[src/rtl/internal_node_sender.sv]
// internal_node_sender: transmit side of the KD-tree internal-node load port.
// Upstream split-node words enter over valid/ready into a two-entry skid
// buffer and leave one per cycle as registered sender_enable/sender_data
// pulses. Exactly NUM_NODES words make up one load, after which done is held.
module internal_node_sender #(
   parameter int INTERNAL_WIDTH = 22,
   parameter int NUM_NODES      = 127,
   parameter int COUNT_WIDTH    = 7
) (
   input  logic                      clk,
   input  logic                      rst_n,
   input  logic                      start,
   input  logic                      abort,
   input  logic                      pause,
   input  logic                      in_valid,
   input  logic [INTERNAL_WIDTH-1:0] in_data,
   output logic                      in_ready,
   output logic                      sender_enable,
   output logic [INTERNAL_WIDTH-1:0] sender_data,
   output logic [COUNT_WIDTH-1:0]    node_count,
   output logic                      busy,
   output logic                      done
);

   // Node total at counter width; COUNT_WIDTH is sized so this never truncates.
   localparam logic [COUNT_WIDTH-1:0] NODES_C = COUNT_WIDTH'(NUM_NODES);

   typedef enum logic [1:0] {
      S_IDLE   = 2'd0,
      S_STREAM = 2'd1,
      S_DONE   = 2'd2
   } state_e;

   state_e                    state_q, state_d;
   logic [1:0]                buf_cnt_q, buf_cnt_d;
   logic [INTERNAL_WIDTH-1:0] buf0_q, buf0_d;   // head of the skid buffer
   logic [INTERNAL_WIDTH-1:0] buf1_q, buf1_d;   // second entry, valid when count == 2
   logic [COUNT_WIDTH-1:0]    acc_cnt_q, acc_cnt_d;
   logic [COUNT_WIDTH-1:0]    node_count_q, node_count_d;
   logic                      sender_enable_q, sender_enable_d;
   logic [INTERNAL_WIDTH-1:0] sender_data_q, sender_data_d;

   logic push;
   logic pop;
   logic clear;
   logic ready_int;

   // Handshake and send qualifiers; all derive from registered state only,
   // so in_ready never depends combinationally on in_valid.
   always_comb begin
      ready_int = (state_q == S_STREAM) && (buf_cnt_q < 2'd2) && (acc_cnt_q < NODES_C);
      push      = in_valid && ready_int && !abort;
      pop       = (state_q == S_STREAM) && !pause && (buf_cnt_q != 2'd0) && !abort;
   end

   // Load sequencing: abort wins over everything, start is only honoured
   // outside STREAM, and DONE follows the cycle showing the final pulse.
   always_comb begin
      state_d = state_q;
      clear   = 1'b0;
      if (abort) begin
         state_d = S_IDLE;
         clear   = 1'b1;
      end else begin
         case (state_q)
            S_IDLE: begin
               if (start) begin
                  state_d = S_STREAM;
                  clear   = 1'b1;
               end
            end
            S_STREAM: begin
               if (node_count_q == NODES_C) begin
                  state_d = S_DONE;
               end
            end
            S_DONE: begin
               if (start) begin
                  state_d = S_STREAM;
                  clear   = 1'b1;
               end
            end
            default: begin
               state_d = S_IDLE;
               clear   = 1'b1;
            end
         endcase
      end
   end

   // Counters and the registered output pulse. Counters stop at NUM_NODES
   // because acceptance is gated by acc_cnt and sends cannot outrun accepts.
   always_comb begin
      acc_cnt_d       = acc_cnt_q;
      node_count_d    = node_count_q;
      buf_cnt_d       = buf_cnt_q;
      sender_enable_d = pop;
      sender_data_d   = sender_data_q;
      if (clear) begin
         acc_cnt_d    = '0;
         node_count_d = '0;
         buf_cnt_d    = '0;
      end else begin
         if (push) begin
            acc_cnt_d = acc_cnt_q + COUNT_WIDTH'(1);
         end
         if (pop) begin
            node_count_d  = node_count_q + COUNT_WIDTH'(1);
            sender_data_d = buf0_q;
         end
         buf_cnt_d = buf_cnt_q + 2'(push) - 2'(pop);
      end
   end

   // Skid buffer storage: a pop shifts entry 1 into the head, a push lands
   // in the first slot that is free after any pop in the same cycle.
   always_comb begin
      buf0_d = buf0_q;
      buf1_d = buf1_q;
      case ({push, pop})
         2'b10: begin
            if (buf_cnt_q == 2'd0) begin
               buf0_d = in_data;
            end else begin
               buf1_d = in_data;
            end
         end
         2'b01: begin
            buf0_d = buf1_q;
         end
         2'b11: begin
            if (buf_cnt_q == 2'd1) begin
               buf0_d = in_data;
            end else begin
               buf0_d = buf1_q;
               buf1_d = in_data;
            end
         end
         default: begin
            buf0_d = buf0_q;
         end
      endcase
   end

   // Control and output registers, cleared asynchronously.
   always_ff @(posedge clk or negedge rst_n) begin
      if (!rst_n) begin
         state_q         <= S_IDLE;
         buf_cnt_q       <= '0;
         acc_cnt_q       <= '0;
         node_count_q    <= '0;
         sender_enable_q <= 1'b0;
         sender_data_q   <= '0;
      end else begin
         state_q         <= state_d;
         buf_cnt_q       <= buf_cnt_d;
         acc_cnt_q       <= acc_cnt_d;
         node_count_q    <= node_count_d;
         sender_enable_q <= sender_enable_d;
         sender_data_q   <= sender_data_d;
      end
   end

   // Buffer payload needs no reset; buf_cnt_q alone says which entries are live.
   always_ff @(posedge clk) begin
      buf0_q <= buf0_d;
      buf1_q <= buf1_d;
   end

   // Output mapping.
   always_comb begin
      in_ready      = ready_int;
      sender_enable = sender_enable_q;
      sender_data   = sender_data_q;
      node_count    = node_count_q;
      busy          = (state_q == S_STREAM);
      done          = (state_q == S_DONE);
   end

endmodule

[config.mk]
export PLATFORM = sky130hd
export DESIGN_NAME = internal_node_sender
export DESIGN_NICKNAME = d
export VERILOG_FILES = /design/src/rtl/internal_node_sender.sv
export SDC_FILE = /design/constraint.sdc
export NUM_CORES = 1
export LEC_CHECK = 0
export ABC_CLOCK_PERIOD_IN_PS = 4780
export CORE_ASPECT_RATIO = 0.8
export CORE_MARGIN = 3
export CORE_UTILIZATION = 50
export CTS_BUF_LIST = sky130_fd_sc_hd__clkbuf_4 sky130_fd_sc_hd__clkbuf_8 sky130_fd_sc_hd__clkbuf_16
export DETAILED_ROUTE_END_ITERATION = 10
export PLACE_DENSITY = 0.77
export SLEW_MARGIN = 20
export SYNTH_ARGS = -nofsm -noshare
export SYNTH_HDL_FRONTEND = slang
export SYNTH_SLANG_ARGS = --single-unit
[constraint.sdc]
create_clock -name clk -period 4.78 [get_ports clk]
set_input_delay 0.717 -clock clk [delete_from_list [all_inputs] [get_ports clk]]
set_output_delay 0.717 -clock clk [all_outputs]
set_load 0.05 [all_outputs]
After elaboration in Yosys (flattened, before gate mapping)
Index checks and enable logic that the tools add are counted.
{"block": "totals", "ff_bits": 85, "output_inout_bits": 33, "word_cells": 66, "input_bits": 28}
{"block": "classes", "n_bitwise": 1, "n_eq_ne": 12, "n_reduce_logical": 21, "n_mux": 18, "order_cmp": 2, "add_sub_neg": 4}
{"cell": "two-way mux 22 bit", "n": 4}
{"cell": "case mux 22 bit (3 select lines)", "n": 1}
{"cell": "case mux 22 bit (2 select lines)", "n": 1}
{"cell": "two-way mux 7 bit", "n": 4}
{"cell": "adder 7 x 1 -> 7 bit, second input constant", "n": 2}
{"cell": "two-way mux 2 bit", "n": 4}
{"cell": "nonzero test 2 bit", "n": 4}
{"cell": "equality test 7 bit, second input constant", "n": 1}
{"cell": "logical AND 1 bit", "n": 7}
{"cell": "less-than comparator 7 bit, second input constant", "n": 1}
{"cell": "equality test 2 x 1 -> 1 bit, second input constant", "n": 3}
{"cell": "equality test 2 bit, second input constant", "n": 3}
{"cell": "inequality test 2 bit, second input constant", "n": 3}
{"cell": "AND reduction 2 bit", "n": 3}
{"cell": "logical NOT 2 bit", "n": 2}
{"cell": "case mux 2 bit (2 select lines)", "n": 1}
{"cell": "inequality test 3 x 1 -> 1 bit, second input constant", "n": 1}
{"cell": "inequality test 3 x 2 -> 1 bit, second input constant", "n": 1}
{"cell": "AND reduction 3 bit", "n": 1}
{"cell": "nonzero test 3 bit", "n": 1}
{"cell": "adder 2 x 1 -> 2 bit", "n": 1}
{"cell": "logical NOT 1 bit", "n": 2}
{"cell": "less-than comparator 2 bit, second input constant", "n": 1}
{"cell": "two-way mux 1 bit", "n": 2}
{"cell": "other kinds (4)", "n": 4}

Logic depth before layout (Yosys ltp)
Gate-level depths: netlist of the first run.
{"block": "depth", "word_depth": 8, "depth_mapped": 10, "ltp_nobuf": 7}

Worst setup path after synthesis of the first run
No wires, ideal clock.
{"block": "synth_timing", "kind": "input to register", "startpoint": "in pause", "endpoint": "reg buf0_q[0] (enable)", "arrival_ns": 2.821, "setup_slack_ns": 1.551, "cell_stages": 5, "path_buffers": 1, "path_cell_list": "nor4b_4 -> nand2_2 -> clkbuf_1 -> ha_1 -> a21oi_1"}
{"block": "synth_between", "elab_chain_cells": 7}
{"element": "start, declared", "line": "14", "text": "input logic pause,"}
{"element": "logical NOT 1 bit *", "line": "53", "text": "pop = (state_q == S_STREAM) && !pause && (buf_cnt_q != 2'd0) && !abort;"}
{"element": "logical AND 1 bit * (3 in a row)", "line": "53"}
{"element": "equality test 2 bit or equality test 2 x 1 -> 1 bit (tied branches)", "line": "120", "text": "case ({push, pop})"}
{"element": "inequality test 2 bit (no source line) or nonzero test 3 bit (tied branches)"}
{"element": "AND reduction 2 bit (no source line) *"}
{"element": "end signal, assigned", "line": "166", "text": "buf0_q <= buf0_d;"}
{"element": "end, declared", "line": "36", "text": "logic [INTERNAL_WIDTH-1:0] buf0_q, buf0_d;"}
Mark *: on every way between the ends. The rest lies on a longest branch, timed or not.
A chain may end at the register's enable or synchronous reset.

Final worst setup path of the first run
{"block": "layout_timing", "startpoint": "in abort", "endpoint": "reg buf0_q[9] (data pin)"}
{"block": "layout_between", "elab_chain_cells": 4}
{"element": "start, declared", "line": "13", "text": "input logic abort,"}
{"element": "logical NOT 1 bit *", "line": "52, 53"}
{"element": "logical AND 1 bit (on tied branches)", "line": "53, 52"}
{"element": "equality test 2 bit or equality test 2 x 1 -> 1 bit (tied branches)", "line": "120"}
{"element": "case mux 22 bit (3 select lines) *", "line": "120"}
{"element": "via buf0_d[9]", "line": "36"}
The timed path passes the listed nets; every way through them passes the cells marked *.

==> results of run 1 <==
[cells in the final DEF, fill, tap and decap left out, drive strengths merged, types with 4 or more instances in the layout]
cell type,count
ha,7
xor2,6
buf,6
nand4,5
inv,9
a21oi,8
dfrtp,41
nor2,12
clkdlybuf4s50,59
clkbuf,10
nand2,75
a22o,22
edfxtp,44
nand3,4
[cell families (layout without fill, tap and decap cells)]
group	Yosys count	after routing	synth area share (%)
simple gates	115	115	15.2
flops	85	85	68.2
compound gates	40	40	8.98
buf+inv	17	87	2.47
fa+ha+maj	7	7	2.54
xor+xnor	7	7	1.78
mux	3	3	0.872
[per-stage QoR]
| stage | std cells | power, mW | hold WS [ns] |
|---|---|---|---|
| detailed placement | 412 | 0.980 | 0.425 |
| CTS | 428 | 1.43 | 0.446 |
| global placement | 412 | 0.978 | 0.420 |
| global route | 428 | 1.48 | 0.469 |
| floorplan | 274 | 0.907 | 0.415 |
| finish | 428 | 1.42 | 0.446 |
[routing by layer]
metal	vias up	routed length [um]	GRT usage, %
met5	-	0	0
met4	0	61	4.91
met3	6	323	5.30
met2	52	3010	27.3
met1	1044	2840	21.8
li1	1105	-	-
[how the worst max path moves through the flow]
stage           from         end  slack [ns]  cells past startpoint
2_1_floorplan  pause   buf0_q[0]        1.55                      5
3_5_place_dp   abort   buf1_q[9]        1.16                      7
3_3_place_gp   abort   buf1_q[5]        1.21                      7
4_1_cts        abort   buf0_q[9]        1.52                      9
6_report       abort   buf0_q[9]        1.49                      9
5_1_grt        abort  buf0_q[10]        1.29                      9
[where the power goes]
part	internal, mW	switching (mW)
combinational	0.0610	0.0955
sequential	0.796	0.0114
clock	0.198	0.254
total	1.05	0.361
[flip-flops by register name, indices dropped and copies added, names as in the netlist]
name,flops
sender_enable,1
sender_data,22
acc_cnt_q,7
state_q,2
buf0_q,22
node_count,7
buf1_q,22
buf_cnt_q,2
[final cells by class]
| cell class | instances | area [um^2] |
|---|---|---|
| flip-flops and latches | 85 | 2350 |
| multi-input cells | 172 | 1010 |
| repair buffers | 65 | 633 |
| fillers | 475 | 2240 |
| clock inverters | 6 | 45.0 |
| clock buffers | 10 | 131 |
| inverters | 6 | 22.5 |
| well taps | 84 | 105 |
[tightest hold or removal path, delay by kind of cell (launching register included)]
| kind | cells | cell delay, ns |
|---|---|---|
| flip-flops | 1 | 0.33 |
| AND/OR/NAND/NOR | 2 | 0.10 |
==> reports/metrics.yaml, run 1 <==
status:
  status: "complete, no violations"
synth:
  synth_cell_type_count: 35
  avgSynthCellArea_um2: 12.6
  yosysSeqAreaShare_pct: 68.2
  synth_top_area_share_pct: 38.4
  synth-edff-count: 44
  synth-async-reset-ratio_pct: 48.2
  synthesis.area_um2: 3440
  netlist_top_cells_area: "edfxtp_1, dfrtp_1, nand2_1"
  synth_seq_cells: 85
  synthTopCellsByCount: "nand2_1, edfxtp_1, dfrtp_1"
  ys.flop_type: "edfxtp_1"
  synth.largest_area_cell: "edfxtp_1"
  synth.most_common_cell: "nand2_1"
  synth_warnings: 0
  synthCells: 274
  syn-num-nets: 309
critical_path:
  critPathBufInv: 4
  max_stage_delay_ns: 0.52
  critPathKind: "primary input to register"
  critPathLaunchType: "primary input"
  cp.required_ns: 5.00
  timing.rr.end: "buf1_q[6]"
  r2r_cells: 7
  cpMaxStageDelayCell: "clkdlybuf4s50_1"
  worstPathCellList: "clkdlybuf4s50_1 -> nor4b_4 -> nand2_2 -> inv_2 -> ha_1 -> inv_1 -> o21ai_2 -> buf_4 -> a22o_1"
  arrival_ns: 3.51
  r2r-start: "buf_cnt_q[1]"
  worstSetupEndpointType: "register"
  reg2reg_slack_ns: 1.87
  cp_top_family: "buffers and inverters"
  crit_fanout: 28
worst_hold_path:
  hold-path-cell-count: 2
  hp-class: "register to register"
  min-delay-start: "buf0_q[6]"
  min_to: "sender_data[6]"
sta:
  worstMarginPinSlew_ns: 0.920
  hold_viol_final: 0
  maxSlewViolCount: 0
  min_period_ns: 3.29
  finalSetupViolCount: 0
  period_share_pct: 68.8
  worst_slack_ns: 1.49
  fin_tns_setup_ns: 0
  rsz0062_at_grt: "no"
  slew_headroom_pct: 38.7
  clock_skew_ns: 0.0107
  fmax_mhz: 304
cts:
  numCtsBuffers: 9
  cts_num_sinks: 85
  clk_pin_slew_ns: 0.09
  clockBufferDepth: 2
  h-tree-depth: 3
  root_buffer: "clkbuf_8"
  ctsHoldBuffers: 0
  clock_latency_ns: 0.35
  cts_tree: "yes"
  post-cts-setup-buffers: 0
  cts_resized: 0
placement:
  dp_hpwl_um: 4280
  placed_area_um2: 4120
  gp_congestion: 0.749
  port_buffers: 60
  preCtsSetupSlack_ns: 1.16
floorplanning:
  die_area_um2: 7920
  die_h_um: 80.2
  initial_utilization_pct: 52.7
  die_w_um: 98.8
  num_rows: 26
  io_pins: 61
  core_um2: 6540
routing:
  dr.pass1.iters: 4
  post_drt_wl_per_cell_um: 14.6
  routed_wl_um: 6230
  vias: 2207
  vias_per_cell: 5.16
  ant_nets: 0
  drc_errors: 0
  drtIter0Drc: 73
finish:
  num_antenna_cells: 0
  fin_nets: 374
  final_design_area_no_fill_um2: 4300
  drive_gt1_share_pct: 7.56
  syn_to_final_growth_pct: 24.9
  post-route-util_pct: 65.7
pwr:
  ir_drop_uv: 216
  p_leak_nw: 1.78
  p_per_area_nw_per_um2: 329
global_route:
  grt_start_max_net_pins: 42
  grt_pass1_vias: 2137
  antenna_found_initial: 0
  grt_first_pass_wirelength_um: 10400
  grt_overflow: 0
  grt_usage_pct: 16.8
flow_run:
  maxCapViolCount: 0
Note: power is estimated with default switching activity, not from simulation.
==> run 2, diff against run 1 <==
ABC_CLOCK_PERIOD_IN_PS = 3300   (was 4780)
clock period = 3.3 ns   (was 4.78 ns; I/O delays follow)
==> run 2 against run 1 <==
Against the previous run: non-clock buffer count grew 2; final cell count up 0.47%; clock skew is 0.0023 ns lower; critical path type unchanged; critical endpoint unchanged; highest routed layer unchanged.
==> reports/metrics.yaml, run 2 (synthesis results as in run 1) <==
sta:
  min_period_ns: 2.61
  fin_tns_setup_ns: 0
  clock_skew_ns: 0.00844
  finalSetupViolCount: 0
  maxSlewViolCount: 0
  period_share_pct: 79.2
  worstMarginPinSlew_ns: 0.896
  slew_headroom_pct: 40.3
  fmax_mhz: 383
  hold_viol_final: 0
  rsz0062_at_grt: "no"
finish:
  drive_gt1_share_pct: 8.09
  final_common_cell: "nand2_1"
  regArea_um2: 2350
  num_antenna_cells: 0
  multi_input_area_um2: 1010
  mostFrequentLayoutCells: "nand2_1, clkdlybuf4s50_1, edfxtp_1, dfrtp_1, a22o_1"
  fillers: 492
  stdcell_count: 430
  fin_nets: 376
  syn_to_final_growth_pct: 25.8
  post-route-util_pct: 66.3
placement:
  port_buffers: 60
  dp.cells: 414
  gp_congestion: 0.752
  dp_hpwl_um: 4480
routing:
  drtIter0Drc: 131
  post_drt_wl_per_cell_um: 14.8
  vias: 2249
  drc_errors: 0
  dr.pass1.iters: 4
  routed_wl_um: 6380
  vias_per_cell: 5.23
  ant_nets: 0
floorplanning:
  io_pins: 61
  die_w_um: 98.8
  core_um2: 6540
  die_h_um: 80.2
  initial_utilization_pct: 52.7
  num_rows: 26
  die_area_um2: 7920
cts:
  numCtsBuffers: 9
  clk_pin_slew_ns: 0.08
  post-cts-setup-buffers: 0
  cts_tree: "yes"
  cts_num_sinks: 85
  clock_latency_ns: 0.35
  h-tree-depth: 3
  ctsHoldBuffers: 0
  root_buffer: "clkbuf_8"
  cts_resized: 0
  clockBufferDepth: 2
critical_path:
  max_stage_delay_ns: 0.53
  cp.required_ns: 3.52
  reg2reg_slack_ns: 0.82
  crit_fanout: 22
  critPathLaunchType: "primary input"
  worstSetupEndpointType: "register"
  arrival_ns: 2.84
  worstPathCellList: "clkdlybuf4s50_1 -> nor4b_4 -> nand2_2 -> inv_2 -> ha_1 -> inv_1 -> o21ai_2 -> buf_4 -> a22o_1"
  cpMaxStageDelayCell: "clkdlybuf4s50_1"
  critPathKind: "primary input to register"
pwr:
  ir_drop_uv: 362
  p_leak_nw: 1.80
  p_per_area_nw_per_um2: 487
global_route:
  grt_pass1_vias: 2257
  antenna_found_initial: 0
  grt_first_pass_wirelength_um: 11000
  grt_start_max_net_pins: 42
  grt_overflow: 0
  grt_usage_pct: 18.0
flow_run:
  maxCapViolCount: 0
status:
  status: "complete, no violations"
worst_hold_path:
  hp-class: "primary input to async pin"
## run 2: cell types whose count changed in the layout (fill, tap and decap cells not counted)
cell,change
clkinv_4,+2
bufinv_16,+1
clkinvlp_4,-1
clkinv_2,+1
inv_6,-3
buf_4,+2
## run 2: area by class of cell
| type | count | area share [%] |
|---|---|---|
| well taps | 84 | 2.43 |
| flip-flops and latches | 85 | 54.2 |
| inverters | 6 | 0.520 |
| multi-input cells | 172 | 23.4 |
| repair buffers | 67 | 15.0 |
| clock inverters | 6 | 1.47 |
| clock buffers | 10 | 3.03 |
## run 2: metrics by stage
stage                     setup WS, ns  hold slack, ns  power [mW]  cell area [um^2]
after global placement           0.399           0.421        1.42              4140
after floorplan                  0.293           0.199        1.31              3440
after CTS                        0.684           0.289        2.14              4330
after detailed placement         0.326           0.423        1.42              4140
final                            0.686           0.262        2.11              4330
after global routing             0.460           0.320        2.20              4330
## run 2: final timing paths
path / to / cells past startpoint / start
worst max-delay path: buf0_q[9] / 9 / abort
worst min-delay path: acc_cnt_q[6] / 1 / rst_n
worst max register to register: buf1_q[2] / 7 / buf_cnt_q[1]
worst min register to register: sender_data[6] / 2 / buf0_q[6]
max in group asynchronous: sender_data[13] / 1 / rst_n
min in group clk: sender_data[6] / 2 / buf0_q[6]
## run 2: metal layers
metal,vias up,global-route usage [%],part of all wire (%)
met5,-,0,0
met4,0,7.37,0.38
met3,2,5.03,6.4
met2,62,27.5,48
met1,1076,24.2,45
li1,1109,-,-
## run 2: worst max-delay path, delay by kind of cell
| kind | cells | cell delay, ns |
|---|---|---|
| simple gates | 2 | 0.67 |
| compound gates | 2 | 0.31 |
| buf+inv | 4 | 1.10 |
| fa+ha+maj | 1 | 0.24 |
## run 2: power breakdown
group          total [mW]  leakage, nW  internal (mW)  switching, mW
logic               0.227        0.740         0.0885          0.138
registers            1.17        0.967           1.15         0.0167
clock network       0.715       0.0973          0.357          0.358
==> run 3, diff against run 2 <==
ABC_CLOCK_PERIOD_IN_PS = 2700   (was 3300)
clock period = 2.7 ns   (was 3.3 ns; I/O delays follow)
==> run 3 against run 2 <==
Against the previous run: sequential power grew 22%; via count up 2.0%; wire length grew 1.5%; global-route usage about the same; largest cell class unchanged.
==> reports/metrics.yaml, run 3 (synthesis results as in run 1) <==
critical_path:
  max_stage_delay_ns: 0.84
  worstSetupEndpointType: "output pin"
  r2r-start: "buf_cnt_q[1]"
  critPathKind: "register to output pin"
  cpMaxStageDelayCell: "clkdlybuf4s50_1"
  critPathLaunchType: "register"
  critPathLaunch: "acc_cnt_q[2]"
  r2r_cells: 7
  cp.required_ns: 2.30
  timing.rr.end: "buf1_q[16]"
  reg2reg_slack_ns: 0.40
  arrival_ns: 2.11
  worstPathCellList: "nand3_1 -> nor2_1 -> nor3_1 -> clkdlybuf4s50_1"
  crit_fanout: 6
  crit_end: "in_ready"
sta:
  fmax_mhz: 398
  min_period_ns: 2.51
  finalSetupViolCount: 0
  slew_headroom_pct: 37.2
  hold_viol_final: 0
  period_share_pct: 93.0
  worstMarginPinSlew_ns: 0.942
  rsz0062_at_grt: "no"
  clock_skew_ns: 0.00661
  maxSlewViolCount: 0
routing:
  post_drt_wl_per_cell_um: 14.8
  drc_errors: 0
  routed_wl_um: 6470
  ant_nets: 0
  vias_per_cell: 5.25
  vias: 2293
  drtIter0Drc: 92
  dr.pass1.iters: 4
floorplanning:
  die_w_um: 98.8
  core_um2: 6540
  die_h_um: 80.2
  num_rows: 26
  initial_utilization_pct: 52.7
  io_pins: 61
  die_area_um2: 7920
pwr:
  p_leak_nw: 1.84
  ir_drop_uv: 387
  p_per_area_nw_per_um2: 567
global_route:
  grt_util_met3_pct: 6.51
  grt_start_max_net_pins: 42
  grt_overflow: 0
  grt_first_pass_wirelength_um: 11000
  grtUsageMet1_pct: 22.5
  grt-busiest-layer: "met2"
  grt_usage_pct: 17.9
  grt_pass1_vias: 2320
  antenna_found_initial: 0
  met2_usage_pct: 29.4
finish:
  syn_to_final_growth_pct: 28.1
  final_common_cell: "nand2_1"
  post-route-util_pct: 67.5
  final_design_area_no_fill_um2: 4410
  fin_nets: 383
  mostFrequentLayoutCells: "nand2_1, clkdlybuf4s50_1, edfxtp_1, dfrtp_1, a22o_1"
  multi_input_area_um2: 1010
  regArea_um2: 2350
  drive_gt1_share_pct: 10.2
  num_antenna_cells: 0
  fillers: 506
cts:
  numCtsBuffers: 9
  clock_latency_ns: 0.35
  clk_pin_slew_ns: 0.08
  clockBufferDepth: 2
  cts_num_sinks: 85
  h-tree-depth: 3
  ctsHoldBuffers: 0
  cts_resized: 0
  post-cts-setup-buffers: 0
  cts_tree: "yes"
  root_buffer: "clkbuf_8"
worst_hold_path:
  hp-class: "primary input to async pin"
placement:
  port_buffers: 60
  placed_area_um2: 4240
  dp_hpwl_um: 4430
  gp_congestion: 0.778
flow_run:
  maxCapViolCount: 0
status:
  status: "complete, no violations"
[run 3: cell count changes in the layout (fill, tap and decap cells not counted), sizes merged]
cell	previous run	this run
bufinv	1	0
buf	8	15
clkinv	4	3
clkinvlp	1	2
inv	6	7
[run 3: final cells by class]
class / instances / share of cell area, %
sequential: 85 / 53.2
multi-input combinational: 172 / 23.0
timing repair buffer: 74 / 17.0
clock buffer: 10 / 2.98
tap: 84 / 2.38
clock inverter: 6 / 0.879
inverter: 6 / 0.511
[run 3: report_power, final]
group / total [mW] / switching, mW / internal [mW] / leakage [nW]
Sequential: 1.43 / 0.0199 / 1.41 / 0.967
Clock: 0.788 / 0.446 / 0.342 / 0.0859
Combinational: 0.285 / 0.170 / 0.115 / 0.790
[run 3: worst min-delay path by stage]
| stage | depth (start not counted) | start | endpoint |
|---|---|---|---|
| 3_5_place_dp | 2 | buf0_q[1] | sender_data[1] |
| 5_1_grt | 1 | rst_n | sender_data[9] |
| 4_1_cts | 1 | rst_n | state_q[0] |
| 3_3_place_gp | 2 | buf0_q[7] | sender_data[7] |
| 2_1_floorplan | 0 | rst_n | acc_cnt_q[0] |
| 6_report | 1 | rst_n | state_q[0] |
[run 3: per-stage QoR]
| step | setup slack, ns | power [mW] | instances | TNS, ns | hold WS (ns) |
|---|---|---|---|---|---|
| after detailed placement | -0.0195 | 1.74 | 421 | -0.405 | 0.425 |
| after global routing | 0.0340 | 2.61 | 437 | 0 | 0.260 |
| final | 0.190 | 2.50 | 437 | 0 | 0.182 |
| after floorplan | 0.172 | 1.61 | 274 | 0 | 0.109 |
| after global placement | 0.0656 | 1.74 | 421 | 0 | 0.422 |
| after CTS | 0.183 | 2.53 | 437 | 0 | 0.219 |
[run 3: metal layers]
| layer | vias to the layer above | share of wire (%) |
|---|---|---|
| li1 | 1120 | - |
| met1 | 1105 | 45 |
| met2 | 59 | 48 |
| met3 | 9 | 6.4 |
| met4 | 0 | 0.91 |
| met5 | - | 0 |
[run 3: critical path: cells and delay by family (launching register included)]
kind | cells | cell delay (ns)
buffers and inverters | 1 | 0.84
AND/OR/NAND/NOR | 3 | 0.49
flip-flops | 1 | 0.43
